File: config.mk
export PLATFORM = sky130hd
export DESIGN_NAME = mem_arbiter
export DESIGN_NICKNAME = d
export VERILOG_FILES = /design/src/rtl/mem_arbiter.sv
export SDC_FILE = /design/constraint.sdc
export NUM_CORES = 1
export LEC_CHECK = 0
export CORE_MARGIN = 2
export CORE_UTILIZATION = 38
export CTS_CLUSTER_DIAMETER = 40
export DETAILED_ROUTE_END_ITERATION = 10
export GPL_TIMING_DRIVEN = 0
export PLACE_DENSITY = 0.73
export SETUP_SLACK_MARGIN = 0.5
export SLEW_MARGIN = 15
export SYNTH_ARGS = -nofsm -noshare
export SYNTH_HDL_FRONTEND = slang
export SYNTH_SLANG_ARGS = --single-unit
export TNS_END_PERCENT = 5
File: constraint.sdc
create_clock -name clk -period 5.21 [get_ports clk]
set_input_delay 1.3025 -clock clk [delete_from_list [all_inputs] [get_ports clk]]
set_output_delay 1.3025 -clock clk [all_outputs]
set_load 0.1 [all_outputs]
File: src/rtl/mem_arbiter.sv
// mem_arbiter
//   Shares one memory port between instruction fetch (IF) and data access
//   (MEM). Only one transaction is outstanding at a time, and data always wins
//   a grant. Back-to-back grants are loaded on the ack edge, so the port
//   never sits idle between transactions.
//
// Ports
//   clk, reset        clock, asynchronous active-high reset
//   ireq/iaddr/iflush IF request, fetch address, result-not-wanted strobe
//   instr/iready      fetched word and its one-cycle completion pulse
//   dreq/dwe/daddr/dwdata  MEM request, store flag, address, store data
//   drdata/dready     load data and its one-cycle completion pulse
//   stall_if/stall_mem  combinational per-stage stalls
//   mem_req/mem_we/mem_addr/mem_wdata  registered memory command
//   mem_ack/mem_rdata memory completion and read data
//   contention_cnt    saturating count of cycles IF was held off by data
//
// state | meaning
// IDLE  | no transaction outstanding, mem_req=0
// IBUSY | fetch outstanding at memory
// DBUSY | load/store outstanding at memory

module mem_arbiter #(
    parameter int AW = 32,
    parameter int DW = 32,
    parameter int CW = 16
) (
    input  logic          clk,
    input  logic          reset,
    input  logic          ireq,
    input  logic [AW-1:0] iaddr,
    input  logic          iflush,
    output logic [DW-1:0] instr,
    output logic          iready,
    input  logic          dreq,
    input  logic          dwe,
    input  logic [AW-1:0] daddr,
    input  logic [DW-1:0] dwdata,
    output logic [DW-1:0] drdata,
    output logic          dready,
    output logic          stall_if,
    output logic          stall_mem,
    output logic          mem_req,
    output logic          mem_we,
    output logic [AW-1:0] mem_addr,
    output logic [DW-1:0] mem_wdata,
    input  logic          mem_ack,
    input  logic [DW-1:0] mem_rdata,
    output logic [CW-1:0] contention_cnt
);

    typedef enum logic [1:0] {
        IDLE  = 2'd0,
        IBUSY = 2'd1,
        DBUSY = 2'd2
    } state_t;

    state_t        state, state_nxt;
    logic          drop, drop_nxt;
    logic          mem_req_nxt, mem_we_nxt;
    logic [AW-1:0] mem_addr_nxt;
    logic [DW-1:0] mem_wdata_nxt;
    logic [DW-1:0] instr_nxt, drdata_nxt;
    logic          iready_nxt, dready_nxt;
    logic [CW-1:0] cnt_nxt;

    logic ack;
    logic grant_pt;
    logic d_elig;
    logic i_elig;

    assign stall_if  = ireq & ~iready;
    assign stall_mem = dreq & ~dready;

    // An ack only counts while a transaction is actually outstanding.
    assign ack      = mem_req & mem_ack;
    assign grant_pt = (state == IDLE) | ack;

    // The port completing on this edge is not eligible: its ready pulse has
    // not risen yet but its request is already being served. Without this,
    // a held request would be re-issued on its own ack edge.
    assign d_elig = dreq & ~dready & ~((state == DBUSY) & ack);
    assign i_elig = ireq & ~iready & ~((state == IBUSY) & ack);

    always_comb begin
        state_nxt     = state;
        drop_nxt      = drop;
        mem_req_nxt   = mem_req;
        mem_we_nxt    = mem_we;
        mem_addr_nxt  = mem_addr;
        mem_wdata_nxt = mem_wdata;
        instr_nxt     = instr;
        drdata_nxt    = drdata;
        iready_nxt    = 1'b0;
        dready_nxt    = 1'b0;
        cnt_nxt       = contention_cnt;

        if (i_elig && ((state == DBUSY) || (grant_pt && d_elig)) &&
            (contention_cnt != {CW{1'b1}})) begin
            cnt_nxt = contention_cnt + 1'b1;
        end

        if ((state == IBUSY) && iflush) begin
            drop_nxt = 1'b1;
        end

        if (ack) begin
            if (state == DBUSY) begin
                dready_nxt = 1'b1;
                if (!mem_we) begin
                    drdata_nxt = mem_rdata;
                end
            end else if (state == IBUSY) begin
                // A flush seen in the ack cycle itself also suppresses delivery.
                if (!(drop || iflush)) begin
                    instr_nxt  = mem_rdata;
                    iready_nxt = 1'b1;
                end
            end
        end

        if (grant_pt) begin
            if (d_elig) begin
                state_nxt     = DBUSY;
                mem_req_nxt   = 1'b1;
                mem_we_nxt    = dwe;
                mem_addr_nxt  = daddr;
                mem_wdata_nxt = dwdata;
            end else if (i_elig && !iflush) begin
                state_nxt    = IBUSY;
                mem_req_nxt  = 1'b1;
                mem_we_nxt   = 1'b0;
                mem_addr_nxt = iaddr;
                drop_nxt     = 1'b0;
            end else begin
                state_nxt   = IDLE;
                mem_req_nxt = 1'b0;
            end
        end
    end

    always_ff @(posedge clk or posedge reset) begin
        if (reset) begin
            state          <= IDLE;
            drop           <= 1'b0;
            mem_req        <= 1'b0;
            mem_we         <= 1'b0;
            mem_addr       <= '0;
            mem_wdata      <= '0;
            instr          <= '0;
            drdata         <= '0;
            iready         <= 1'b0;
            dready         <= 1'b0;
            contention_cnt <= '0;
        end else begin
            state          <= state_nxt;
            drop           <= drop_nxt;
            mem_req        <= mem_req_nxt;
            mem_we         <= mem_we_nxt;
            mem_addr       <= mem_addr_nxt;
            mem_wdata      <= mem_wdata_nxt;
            instr          <= instr_nxt;
            drdata         <= drdata_nxt;
            iready         <= iready_nxt;
            dready         <= dready_nxt;
            contention_cnt <= cnt_nxt;
        end
    end

endmodule

==> impl_results.md <==
- Clock Path Buffers: 2
- Outcome: finished clean
- Fin crit period: 4520 ps
- HP Class: reg -> reg
- Reg-to-reg startpoint: state[0]
- GPL Wtd Cong: 0.787
- Post-synthesis register bit count: 151
- Area of the multi-input gates: 2400 um^2
- Tot GR Track Use: 0.187
- H-tree depth: 4
- DR WL/cell: 16.9 um
- Least-Margin Pin Slew: 1030 ps
- Post-placement cell area: 9510 um^2
- Core Region: 16,400 um^2
- R2r setup slk: 2930 ps
- Antenna diodes: 0
- Mapped Area: 6300 um^2
- Async S/R FF share, synth: 1.00
- Initial antenna violation count: 0
- Post-synth top flop: dfrtp_1
- Worst reg2reg path depth: 6
- Synth-to-layout area growth: 59.9%
- Clock Pin Slew Worst Setup and Hold Paths: 60 ps
- DP HPWL: 12.6 mm
- Fin crit share: 0.867
- Worst Path Arrival: 3210 ps
- Die H: 133 um
- Setup_tns: 0 ps
- Slew headroom: 0.314
- Syn Nets: 555
- DRT iter0 DRCs: 121
- CTS tree: built
- Crit Path Class: in -> out
- Worst reg2reg endpoint: mem_wdata[27]
- Total CTS buffers: 17
- Synth Area in Adders: 0.00198
- Total number of vias: 4,572
- Gate Count Post-Synth: 419
- Post-CTS sizing: 0
- First-pass iteration count of the detailed router: 4
- Antenna-violating nets left: 0
- Final Skew: 9.79 ps
- Row count: 47
- Post-route cell area: 10,100 um^2
- DIE WIDTH: 133 um
- Postcts setup bufs: 0
- Vias/cell: 4.77
- Simple-gate share of the synthesized area: 0.0574
- Largest net degree at the start of global routing: 37
- First-pass GRT wire length: 26.0 mm
- Post-synthesis xor/xnor area fraction: 0.0208
- RSZ-0062 raised after global routing: false
- Total congestion overflow: 0
- Seq/Total Area, Yosys: 0.599
- Largest family of logic cells by synthesized area: multiplexers
- Final wirelength: 16.2 mm
- Met1 Resource Use GR: 0.202
- Final Hold Vio Count: 0
- HP Start: mem_addr[19]
- Mean Syn Cell Area: 15.0 um^2
- Fmax: 0.221 GHz
- Mux contribution to synthesized area: 0.288
- Fraction of layout cells with a size suffix above 1: 0.306
- Ports: 285
- Die area: 17,600 um^2
- Pins Over Slew Limit: 0
- IO Port Bufs: 284
- Commonest non-fill, non-tap cells in the layout: clkdlybuf4s50_1 (284), mux2_2 (161), dfrtp_1 (151)
- Final net count: 862
- Reg area: 3780 um^2
- GR peak layer: met2
- DR DRC count: 0
- Req. time, crit path: 3910 ps
- Filler cell count: 1,271
- Most common cell after layout, fill and taps aside: clkdlybuf4s50_1
- Hold EP: mem_addr[19]
- Crit path max fanout: 5
- Met2 Track Usage GR: 0.333
- Clock sinks: 151
- Initial Utilization: 0.384
- Cell count of the worst hold path: 1
- Crit path launch type: primary input
- Clk Latency, worst-skew pair: 410 ps
- Synth warn: 0
- Vias in the first global route: 5,058
- EDFF count, synth: 0
- Clock root buffer master: clkbuf_16
- Crit. End Element: primary output
- Setup-failing EPs final: 0
- Distinct cells, synth: 35
- M3 GR Usage: 0.0716
- # hold bufs at CTS: 0
- Area fraction in compound gates after synthesis: 0.0137
- Max capacitance violation total: 0
cell usage after synthesis (5+ instances only):
master | count | area, um^2
buf_2 | 15 | 75.1
dfrtp_1 | 151 | 3780
inv_1 | 5 | 18.8
mux2_2 | 161 | 1810
nand2_1 | 7 | 26.3
nand3_1 | 6 | 30.0
nand4_1 | 7 | 43.8
nor2_1 | 6 | 22.5
nor3_1 | 7 | 35.0
xor2_1 | 14 | 123
area by class of cell:
type                       count  area share
timing repair buffer         288       0.290
multi-input combinational    245       0.239
inverter                       5     0.00223
sequential                   151       0.375
buffer                        18      0.0101
clock buffer                  17      0.0422
clock inverter                14      0.0150
tap                          220      0.0273
state kept, by name (all words and copies together) (netlist names):
register and flops:
drdata 32, instr 32, mem_addr 32, mem_wdata 32, contention_cnt 16, state 2, dready 1, drop 1
iready 1, mem_req 1, mem_we 1
worst max path at each step:
stage	from	to	slack, ps	cells after the start
final	dreq	stall_mem	690	4
after global placement	dreq	stall_mem	720	4
after CTS	dreq	stall_mem	710	4
after global routing	dreq	stall_mem	630	4
after floorplan	dreq	stall_mem	1880	2
after detailed placement	dreq	stall_mem	710	4
per-layer routing:
layer | routed length [um] | up-vias | part of all wire
met5 | 0 | - | 0
met4 | 339 | 0 | 0.021
met3 | 1380 | 27 | 0.085
met2 | 8350 | 179 | 0.52
met1 | 6100 | 2242 | 0.38
li1 | - | 2124 | -
critical path, stage by stage:
cell	delay, ps
clkdlybuf4s50_1	490
nand2b_1	140
inv_1	110
clkdlybuf4s50_1	1160
kinds of logic (layout without fill, tap and decap cells):
group | Yosys count | count (layout)
AO/OA/AOI/OAI | 12 | 12
XOR/XNOR | 15 | 15
adder cells (fa/ha/maj) | 1 | 1
buffers and inverters | 23 | 342
flip-flops | 151 | 151
multiplexers | 161 | 161
AND/OR/NAND/NOR | 56 | 56
per-stage QoR:
stage,hold WS (ps),utilization,instances,worst slack [ps]
finish,503,0.615,958,695
global route,513,0.615,958,635
CTS,506,0.615,958,707
detailed placement,491,0.579,927,714
global placement,488,0.574,923,715
floorplan,483,-,419,1880
Power is left out: the tool's default activity adds up to more than one toggle a clock period on the data nets, which glitch-free logic cannot reach.
